[src/rtl/nfc_cmd_arbiter.sv]
// Round-robin arbiter sharing one NAND controller command port among NREQ requesters.
// Optional WAIT watchdog and tmo output enabled by defining NFC_ARB_TIMEOUT_EN.
module nfc_cmd_arbiter #(
    parameter int NREQ    = 2,
    parameter int ADDR_W  = 16,
    parameter int TMO_CYC = 65535
) (
    input  logic                   clk,
    input  logic                   reset,
    input  logic [NREQ-1:0]        req,
    input  logic [3*NREQ-1:0]      req_cmd,
    input  logic [ADDR_W*NREQ-1:0] req_addr,
    output logic [NREQ-1:0]        gnt,
    output logic [NREQ-1:0]        rsp_done,
    output logic                   rsp_err,
    output logic                   busy,
    output logic [2:0]             nfc_cmd,
    output logic                   nfc_strt,
    output logic [ADDR_W-1:0]      RWA,
    input  logic                   nfc_done,
    input  logic                   Perr,
    input  logic                   EErr,
    input  logic                   RErr
`ifdef NFC_ARB_TIMEOUT_EN
    ,
    output logic                   tmo
`endif
);

    localparam int PW = (NREQ > 2) ? 2 : 1;

    localparam logic [2:0] S_IDLE  = 3'd0;
    localparam logic [2:0] S_GRANT = 3'd1;
    localparam logic [2:0] S_ISSUE = 3'd2;
    localparam logic [2:0] S_WAIT  = 3'd3;
    localparam logic [2:0] S_RESP  = 3'd4;

    logic [2:0]        state_q, state_d;
    logic [PW-1:0]     rr_q, rr_d;
    logic [PW-1:0]     win_q, win_d;
    logic [NREQ-1:0]   gnt_q, gnt_d;
    logic [NREQ-1:0]   done_q, done_d;
    logic              err_q, err_d;
    logic              strt_q, strt_d;
    logic [2:0]        cmd_q, cmd_d;
    logic [ADDR_W-1:0] rwa_q, rwa_d;
    logic              tmo_q, tmo_d;
    logic [15:0]       cnt_q, cnt_d;

    logic [NREQ-1:0]   req_hi;
    logic [NREQ-1:0]   pick_oh;
    logic [PW-1:0]     pick;
    logic [2:0]        sel_cmd;
    logic [ADDR_W-1:0] sel_addr;
    logic              cmd_ok;
    logic              err_sel;

    // Requests at or above the pointer win first; otherwise wrap to the lowest.
    always_comb begin
        req_hi   = '0;
        pick     = '0;
        pick_oh  = '0;
        sel_cmd  = '0;
        sel_addr = '0;
        for (int i = 0; i < NREQ; i++) begin
            req_hi[i] = req[i] && (PW'(i) >= rr_q);
        end
        for (int i = NREQ - 1; i >= 0; i--) begin
            if (req[i]) pick = PW'(i);
        end
        for (int i = NREQ - 1; i >= 0; i--) begin
            if (req_hi[i]) pick = PW'(i);
        end
        for (int i = 0; i < NREQ; i++) begin
            if (PW'(i) == pick) begin
                pick_oh[i] = 1'b1;
                sel_cmd    = req_cmd[3*i +: 3];
                sel_addr   = req_addr[ADDR_W*i +: ADDR_W];
            end
        end
    end

    always_comb begin
        cmd_ok  = 1'b0;
        err_sel = 1'b0;
        case (cmd_q)
            3'b001:  begin cmd_ok = 1'b1; err_sel = Perr; end
            3'b010:  begin cmd_ok = 1'b1; err_sel = RErr; end
            3'b100:  begin cmd_ok = 1'b1; err_sel = EErr; end
            3'b011:  cmd_ok = 1'b1;
            3'b101:  cmd_ok = 1'b1;
            default: cmd_ok = 1'b0;
        endcase
    end

    always_comb begin
        state_d = state_q;
        rr_d    = rr_q;
        win_d   = win_q;
        gnt_d   = gnt_q;
        done_d  = '0;
        err_d   = 1'b0;
        strt_d  = 1'b0;
        cmd_d   = cmd_q;
        rwa_d   = rwa_q;
        tmo_d   = 1'b0;
        cnt_d   = cnt_q;
        case (state_q)
            S_IDLE: begin
                if (|req) begin
                    win_d   = pick;
                    gnt_d   = pick_oh;
                    cmd_d   = sel_cmd;
                    rwa_d   = sel_addr;
                    state_d = S_GRANT;
                end
            end
            S_GRANT: begin
                if (!cmd_ok) begin
                    done_d  = gnt_q;
                    err_d   = 1'b1;
                    state_d = S_RESP;
                end else begin
                    strt_d  = 1'b1;
                    state_d = S_ISSUE;
                end
            end
            S_ISSUE: begin
                cnt_d   = '0;
                state_d = S_WAIT;
            end
            S_WAIT: begin
                cnt_d = cnt_q + 16'd1;
                if (nfc_done) begin
                    done_d  = gnt_q;
                    err_d   = err_sel;
                    state_d = S_RESP;
                end
`ifdef NFC_ARB_TIMEOUT_EN
                else if (cnt_q == 16'(TMO_CYC - 1)) begin
                    done_d  = gnt_q;
                    err_d   = 1'b1;
                    tmo_d   = 1'b1;
                    state_d = S_RESP;
                end
`endif
            end
            S_RESP: begin
                gnt_d   = '0;
                rr_d    = (win_q == PW'(NREQ - 1)) ? '0 : win_q + PW'(1);
                state_d = S_IDLE;
            end
            default: state_d = S_IDLE;
        endcase
    end

    always_ff @(posedge clk or negedge reset) begin
        if (!reset) begin
            state_q <= S_IDLE;
            rr_q    <= '0;
            win_q   <= '0;
            gnt_q   <= '0;
            done_q  <= '0;
            err_q   <= 1'b0;
            strt_q  <= 1'b0;
            cmd_q   <= '0;
            rwa_q   <= '0;
            tmo_q   <= 1'b0;
            cnt_q   <= '0;
        end else begin
            state_q <= state_d;
            rr_q    <= rr_d;
            win_q   <= win_d;
            gnt_q   <= gnt_d;
            done_q  <= done_d;
            err_q   <= err_d;
            strt_q  <= strt_d;
            cmd_q   <= cmd_d;
            rwa_q   <= rwa_d;
            tmo_q   <= tmo_d;
            cnt_q   <= cnt_d;
        end
    end

    assign gnt      = gnt_q;
    assign rsp_done = done_q;
    assign rsp_err  = err_q;
    assign busy     = (state_q != S_IDLE);
    assign nfc_cmd  = cmd_q;
    assign nfc_strt = strt_q;
    assign RWA      = rwa_q;
`ifdef NFC_ARB_TIMEOUT_EN
    assign tmo      = tmo_q;
`else
    logic unused_tmo;
    assign unused_tmo = tmo_q ^ (|cnt_q);
`endif

endmodule

[config.mk]
export PLATFORM = sky130hd
export DESIGN_NAME = nfc_cmd_arbiter
export DESIGN_NICKNAME = d
export VERILOG_FILES = /design/src/rtl/nfc_cmd_arbiter.sv
export SDC_FILE = /design/constraint.sdc
export NUM_CORES = 1
export LEC_CHECK = 0
export ABC_AREA = 1
export CAP_MARGIN = 20
export CORE_AREA = 3 3 66 68
export DETAILED_ROUTE_END_ITERATION = 10
export DIE_AREA = 0 0 69 71
export PLACE_DENSITY = 0.8
export SETUP_SLACK_MARGIN = 0.15
export SLEW_MARGIN = 20
export SYNTH_ARGS = -nofsm -noshare
export SYNTH_HDL_FRONTEND = slang
export SYNTH_SLANG_ARGS = --single-unit
[constraint.sdc]
create_clock -name clk -period 1.5 [get_ports clk]
set_input_delay 0.225 -clock clk [delete_from_list [all_inputs] [get_ports clk]]
set_output_delay 0.225 -clock clk [all_outputs]
set_load 0.03 [all_outputs]
==> impl_metrics.tcl <==
set metrics [dict create \
    wl_um 3950 \
    cts_buffers 5 \
    grt_overflow 0 \
    p_clk_share_pct 17.1 \
    route.detailed.drc 0 \
    maxSlewViolCount 0 \
    synth.most_common_cell "nand2_1" \
    h-tree-depth 2 \
    antenna_found_initial 0 \
    timing.final.crit_period_ns 1.31 \
    ys_warn_count 0 \
    path_clk_slew_ns 0.07 \
    fmax_mhz 761 \
    finalNetCount 345 \
    synthArstFlopShare_pct 100 \
    syn_inst 212 \
    clk-insertion-delay-late_ns 0.28 \
    grt_pass1_vias 1521 \
    hpwl_um 2890 \
    drive_above_1_share_pct 11.3 \
    grt_usage_pct 17.0 \
    synth_area_leaders "dfrtp_1 49%, nand2_1 34%, inv_1 2.5%" \
    syn_area_per_cell_um2 7.16 \
    clock-sinks 30 \
    yosysTopAreaCell "dfrtp_1" \
    dieArea_um2 4900 \
    die_w_um 69 \
    cellPowerDensity_nw_per_um2 1930 \
    cts_tree "yes" \
    via_count 1565 \
    antenna_cells 0 \
    synth_top_area_share_pct 49.4 \
    fin_skew_ns 0.00793 \
    rsz0062_at_grt "yes" \
    setup_tns_ns 0 \
    ys_seq_elements 30 \
    drtPass1Iterations 4 \
    seq_area_frac_synth_pct 49.4 \
    path_class "flop to primary output" \
    syn-num-nets 258 \
    die-height_um 71 \
    power.total_uw 4700 \
    num_rows 23 \
    synth-main-ff-cell "dfrtp_1" \
    maxSlewHeadroom_pct 74.9 \
    post_drt_wl_per_cell_um 11.3 \
    initial_core_util_pct 38.8 \
    whs_ns 0.331 \
    intPower_uw 2610 \
    syn_area_um2 1520 \
    crit_required_ns 1.27 \
    worst_pin_slew_ns 0.377 \
    post-route-period-util_pct 87.6 \
    gp_congestion 0.879 \
    vias_per_cell 4.47 \
    grt_max_degree 31 \
    cts_hold_buf 0 \
    comb_power_share_pct 52.9 \
    hold_violations 0 \
    port_buffers 71 \
    synth.distinct_cells 17 \
    maxCapViolCount 0 \
    core_um2 3910 \
    synth_common_cells "138 x nand2_1, 30 x dfrtp_1, 10 x inv_1, 7 x nand3_1, 6 x nor2_1" \
    swShare_pct 44.5 \
    arrival_ns 1.09 \
    p_leak_uw 0.00136 \
    io_pins 72 \
    seqPwrFrac_pct 30.0 \
    area_growth_pct 60.8 \
    ir_worst_vdd_mv 1.06 \
    switching_power_uw 2090 \
    route.antenna.remaining_nets 0 \
    hold_class "primary input to async pin" \
    path_max_fanout 4 \
    dp.cells 340 \
    worst_setup_path_start_kind "flop" \
    drt-initial-drc-count 72 \
    clockRootBuffer "clkbuf_8" \
    finalSetupViolCount 0 \
    final_core_util_pct 62.4 \
    outcome "finished clean" \
    grt_pass1_wl_um 6690 \
    synth_edf_count 0 \
    clockBufferDepth 2 \
    critPathCaptureType "primary output" \
    fin_cells 350 \
]
-- placed cells by master, fill, tap and decap left out, drive strengths merged --
master           n
nand2          139
clkbuf           7
nor2             8
bufinv           1
clkdlybuf4s50   45
inv             13
a21oi            2
dfrtp           30
clkinvlp         1
nand3            8
nand4            1
clkdlybuf4s15    1
buf             17
dlygate4sd2     23
o21ai            4
-- worst max-delay path, stage by stage, from the launching register on --
cell and delay (ns):
dfrtp_2 0.44, nor2_4 0.11, nand2_1 0.07, buf_2 0.18
-- routing by layer --
metal	vias to the layer above	GRT usage, %	wire [um]
met5	-	0	0
met4	0	6.51	58
met3	8	4.97	252
met2	51	28.5	1910
met1	694	20.6	1730
li1	812	-	-
-- through the flow --
stage               area [um^2]  worst slack (ns)
global route               2440             0.128
finish                     2440             0.187
CTS                        2430            0.0664
global placement           2350           -0.0513
detailed placement         2350           -0.0784
floorplan                  1520             0.350
-- path summary, 6_finish.rpt --
kind,start,end,slack [ns],depth (start not counted)
worst max-delay path,state_q[0],busy,0.19,3
worst min-delay path,reset,nfc_strt,0.33,2
worst max register to register,state_q[0],win_q,0.27,7
worst min register to register,win_q,rr_q,0.46,1
max in group asynchronous,reset,state_q[0],0.88,2
min in group clk,win_q,rr_q,0.46,1
-- cell families after synthesis --
group	after synthesis	share of synthesized area [%]
flops	30	49.4
simple gates	156	41.0
compound gates	6	2.72
buf+inv	20	6.84
-- layout make-up --
| cell class | instances | area [um^2] |
|---|---|---|
| Inverter | 13 | 48.8 |
| Sequential cell | 30 | 752 |
| Clock inverter | 2 | 37.5 |
| Multi-Input combinational cell | 162 | 664 |
| Tap cell | 50 | 62.6 |
| Clock buffer | 6 | 72.6 |
| Timing Repair Buffer | 87 | 805 |
| Fill cell | 383 | 1470 |
-- state kept, by name, summed over array words and instances, names as in the netlist --
register / flops
RWA: 16
gnt: 2
nfc_strt: 1
win_q: 1
state_q: 3
rr_q: 1
rsp_done: 2
rsp_err: 1
nfc_cmd: 3
-- what timing repair did --
action / 4_1_cts / 5_1_grt
pin swaps: 0 / 1
setup endpoints to repair: 26 / 10
buffers inserted: 0 / 2
gates resized for setup: 28 / 6
-- power groups by stage --
stage	Combinational, uW	Sequential (uW)	Clock (uW)
6_report	2490	1410	803
5_1_grt	2740	1470	854
4_1_cts	2510	1410	813
3_5_place_dp	2720	1420	0
3_3_place_gp	2660	1420	0
2_1_floorplan	958	2000	0
Note: power is estimated with default switching activity, not from simulation.
==> RTL change 1, RTL diff (same settings) <==
The parameter `ADDR_W` goes from 16 to 15.
--- a/src/rtl/nfc_cmd_arbiter.sv
+++ b/src/rtl/nfc_cmd_arbiter.sv
@@ -2,7 +2,7 @@
 // Optional WAIT watchdog and tmo output enabled by defining NFC_ARB_TIMEOUT_EN.
 module nfc_cmd_arbiter #(
     parameter int NREQ    = 2,
-    parameter int ADDR_W  = 16,
+    parameter int ADDR_W  = 15,
     parameter int TMO_CYC = 65535
 ) (
     input  logic                   clk,
Interface: changed (resized RWA and req_addr); port bits go from 72 to 69. No check against the original RTL was run, so the function may have changed too.
==> RTL change 1 against the unedited design <==
- synthesized area is 3.5% lower
- clock skew is 0.0015 ns lower
- clock power increased by 2%
- sequential cell count fell by 1
- final area shrank 3.7%
- wire length decreased by 5.9%
- total power down 4.5%
- setup slack better by 0.0076 ns
- combinational power is 8.0% lower
==> RTL change 1: results (changes against the unedited design) <==
| Metric | Value |
|---|---|
| Post-synth cell types | `18 (was 17)` |
| Vias per std cell | `4.38 (was 4.47)` |
| Slew margin rel. | `69.8% (was 74.9%)` |
| Comb pwr | `2.29 mW (was 2.49 mW)` |
| Vias in the first global route | `1356 (was 1521)` |
| M2 GR Usage | `26.8% (was 28.5%)` |
| Cell depth of the worst flop-to-flop path | `6 (was 7)` |
| Critical register-to-register path startpoint | `rr_q (was state_q[0])` |
| Syn Nets | `248 (was 258)` |
| VDD IR-drop max | `0.862 mV (was 1.06 mV)` |
| Layout Nets | `328 (was 345)` |
| Mux contribution to synthesized area | `0% (unchanged)` |
| Max incr delay on CP | `0.41 ns (was 0.44 ns)` |
| Max Root-Sink Buffers | `2 (unchanged)` |
| Leakage | `1.29 nW (was 1.36 nW)` |
| Commonest cells in the synthesized netlist | `132 x nand2_1, 29 x dfrtp_1, 10 x inv_1 (was 138 x nand2_1, 30 x dfrtp_1, 10 x inv_1)` |
| DRT iter0 DRCs | `96 (was 72)` |
| Largest net degree at the start of global routing | `30 (was 31)` |
| Hold WC Path Type | `input pin to asynchronous set/reset pin (unchanged)` |
| Wl on met1 | `1600 microns (was 1730 microns)` |
| Sw Ratio | `44.2% (was 44.5%)` |
| Clock Skew | `0.00640 ns (was 0.00793 ns)` |
| Overall power | `4.49 mW (was 4.70 mW)` |
| Met3 wire length | `282 microns (was 252 microns)` |
| Run status | `complete, no violations (unchanged)` |
| Post-cts repair resize count | `26 (was 28)` |
| Post-DP HPWL | `2660 microns (was 2890 microns)` |
| Slowest CP cell | `dfrtp_1 (was dfrtp_2)` |
| Filler cells | `385 (was 383)` |
| PortBufs | `68 (was 71)` |
| GR Util All Layers | `15.7% (was 17.0%)` |
| Max reg flops | `15 (was 16)` |
| Per-cell routed wire length | `11.1 microns (was 11.3 microns)` |
| Placed Cells | `324 (was 340)` |
| Sequential fraction of the synthesis area | `49.5% (was 49.4%)` |
| Fin cells | `335 (was 350)` |
| Post-CTS Setup Repair Bufs | `2 (was 0)` |
| Crit Path Max Fanout | `4 (unchanged)` |
| Critical path launch point | `gnt[0] (was state_q[0])` |
| GR Layer Usage met1 | `18.0% (was 20.6%)` |
| Clk_lat worst skew | `0.28 ns (about the same)` |
| Clock transition at path regs | `0.06 ns` |
| TritonCTS buffer count | `5 (unchanged)` |
| Synth Area in Compound Gates | `2.82% (was 2.72%)` |
| Pre-CTS setup slack | `-0.279 ns (was -0.0784 ns)` |
| Layout cells sized above 1 | `10.2% (was 11.3%)` |
| Synth Instances | `204 (was 212)` |
| First-pass GRT wire length | `6130 microns (was 6690 microns)` |
| M3 GR Usage | `6.96% (was 4.97%)` |
| Dominant cells by area after synthesis | `dfrtp_1 49%, nand2_1 34%, inv_1 2.6% (was dfrtp_1 49%, nand2_1 34%, inv_1 2.5%)` |
| WL met2 | `1800 microns (was 1910 microns)` |
| Routability Congestion | `0.748 (was 0.879)` |
| Clock-net power | `821 uW (was 803 uW)` |
-- RTL change 1: per-stage QoR --
step	hold slack [ns]	util, %	area (sq um)
finish	0.329	60.1	2350
CTS	0.337	59.8	2340
global route	0.354	60.1	2350
floorplan	-0.0706	-	1470
global placement	0.449	56.7	2220
detailed placement	0.460	56.7	2220
-- RTL change 1: final cells by class --
type / instances / area share (%)
Clock inverter: 1 / 1.28
Clock buffer: 7 / 3.67
Inverter: 13 / 2.29
Tap cell: 50 / 2.66
Sequential cell: 29 / 30.9
Timing Repair Buffer: 78 / 31.4
Multi-Input combinational cell: 157 / 27.8
-- RTL change 1: final timing paths --
kind | to | slack [ns]
min in group clk | rr_q | 0.47
hold reg to reg | rr_q | 0.47
setup reg to reg | nfc_cmd[2] | 0.21
max in group asynchronous | state_q[1] | 0.88
setup / recovery | gnt[0] | 0.19
hold / removal | RWA[2] | 0.33
==> RTL change 2, RTL diff (same flow settings) <==
Made on the original files. Register the output `rsp_err` once more, with the module's reset; this adds one clock of latency there. The other outputs are not delayed to match.
--- a/src/rtl/nfc_cmd_arbiter.sv
+++ b/src/rtl/nfc_cmd_arbiter.sv
@@ -184,7 +184,13 @@
 
     assign gnt      = gnt_q;
     assign rsp_done = done_q;
-    assign rsp_err  = err_q;
+    always_ff @(posedge clk or negedge reset) begin
+        if (!reset) begin
+            rsp_err <= '0;
+        end else begin
+            rsp_err <= err_q;
+        end
+    end
     assign busy     = (state_q != S_IDLE);
     assign nfc_cmd  = cmd_q;
     assign nfc_strt = strt_q;
Formal check against the unedited RTL: not equivalent (a bounded check fails within 4 cycles, from zero or initial values and one cycle with reset low).
==> RTL change 2 against the unedited design <==
- die area unchanged
- critical path depth shrank 2
- setup slack improved by 0.00084 ns
- utilization increased by 0.32 points
- combinational power up 4%
- final area increased by 0.51%
- sequential cell count rose by 1
- synthesized area is 2.3% higher
- wire length grew 8.9%
- synthesized cell count increased by 2.4%
- register-to-register slack about the same
- total power decreased by 2.4%
- highest routed layer unchanged
==> RTL change 2: results (changes against the unedited design) <==
| Metric | Value |
|---|---|
| Clk_lat worst skew | `0.28 ns (about the same)` |
| Leakage | `1.38 nW (was 1.36 nW)` |
| FF-to-FF End | `nfc_cmd[1] (was win_q)` |
| Drt pass-1 iters | `6 (was 4)` |
| Syn Nets | `263 (was 258)` |
| Placed inst area | `2420 sq um (was 2350 sq um)` |
| Commonest cells in the synthesized netlist | `124 x nand2_1, 31 x dfrtp_1, 27 x nand3_1 (was 138 x nand2_1, 30 x dfrtp_1, 10 x inv_1)` |
| Filler cells | `364 (was 383)` |
| Sequential fraction of the synthesis area | `49.9% (was 49.4%)` |
| GR Util All Layers | `19.1% (was 17.0%)` |
| First-pass GRT wire length | `7430 microns (was 6690 microns)` |
| Vias per std cell | `4.68 (was 4.47)` |
| Sw Ratio | `45.6% (was 44.5%)` |
| Critical register-to-register path startpoint | `state_q[2] (was state_q[0])` |
| Slew at the pin closest to its max-slew limit | `0.393 ns (was 0.377 ns)` |
| Max incr delay on CP | `0.42 ns (was 0.44 ns)` |
| Layout cells sized above 1 | `9.30% (was 11.3%)` |
| Dominant cells by area after synthesis | `dfrtp_1 50%, nand2_1 30%, nand3_1 8.7% (was dfrtp_1 49%, nand2_1 34%, inv_1 2.5%)` |
| Crit Path Max Fanout | `5 (was 4)` |
| Crit path to | `nfc_cmd[1] (was busy)` |
| Critical path launch point | `nfc_cmd[1] (was state_q[0])` |
| Period utilization | `87.5% (was 87.6%)` |
| Final WL | `4310 microns (was 3950 microns)` |
| Pre-CTS setup slack | `-0.0295 ns (was -0.0784 ns)` |
| Synth Area in Compound Gates | `0.644% (was 2.72%)` |
| TritonCTS buffer count | `5 (unchanged)` |
| DRT iter0 DRCs | `133 (was 72)` |
| Largest net degree at the start of global routing | `32 (was 31)` |
| Per-cell routed wire length | `12.3 microns (was 11.3 microns)` |
| Cell depth of the worst flop-to-flop path | `6 (was 7)` |
| Slowest CP cell | `dfrtp_1 (was dfrtp_2)` |
| Placed Cells | `345 (was 340)` |
| Post-cts repair resize count | `26 (was 28)` |
| Synth Instances | `217 (was 212)` |
| Run status | `complete, no violations (unchanged)` |
## RTL change 2: cell families (layout without fill, tap and decap cells)
| family | after synthesis | count (layout) |
|---|---|---|
| buf+inv | 23 | 107 |
| simple gates | 161 | 161 |
| compound gates | 2 | 2 |
| flops | 31 | 31 |
## RTL change 2: power by group through the flow
| stage | logic [mW] | registers, mW | clock network [mW] |
|---|---|---|---|
| 2_1_floorplan | 0.959 | 2.04 | 0 |
| 3_3_place_gp | 2.74 | 1.44 | 0 |
| 3_5_place_dp | 2.83 | 1.45 | 0 |
| 4_1_cts | 2.61 | 1.43 | 0.595 |
| 5_1_grt | 2.84 | 1.48 | 0.629 |
| 6_report | 2.58 | 1.43 | 0.583 |
## RTL change 2: worst min-delay path by stage
stage                from       to  slack, ns  depth (start not counted)
finish              reset   RWA[7]       0.34                          2
global route        err_q  rsp_err       0.37                          0
floorplan           reset   RWA[0]      -0.07                          0
global placement    err_q  rsp_err       0.33                          0
detailed placement  err_q  rsp_err       0.34                          0
CTS                 err_q  rsp_err       0.35                          0
## RTL change 2: metal layers
| metal | GRT usage [%] | up-vias | part of all wire, % | wire length (microns) |
|---|---|---|---|---|
| met2 | 34.2 | 68 | 50 | 2170 |
| met5 | 0 | - | 0 | 0 |
| li1 | - | 841 | - | - |
| met1 | 20.3 | 724 | 40 | 1700 |
| met3 | 6.53 | 11 | 7.4 | 319 |
| met4 | 8.68 | 0 | 2.7 | 115 |
## RTL change 2: final cells by class
cell class                 instances  area, sq um  area share, %
multi-input combinational        163          667           27.2
clock buffer                       6         72.6           2.96
sequential                        31          776           31.6
timing repair buffer              88          828           33.7
inverter                          13         48.8           1.99
tap                               50         62.6           2.55
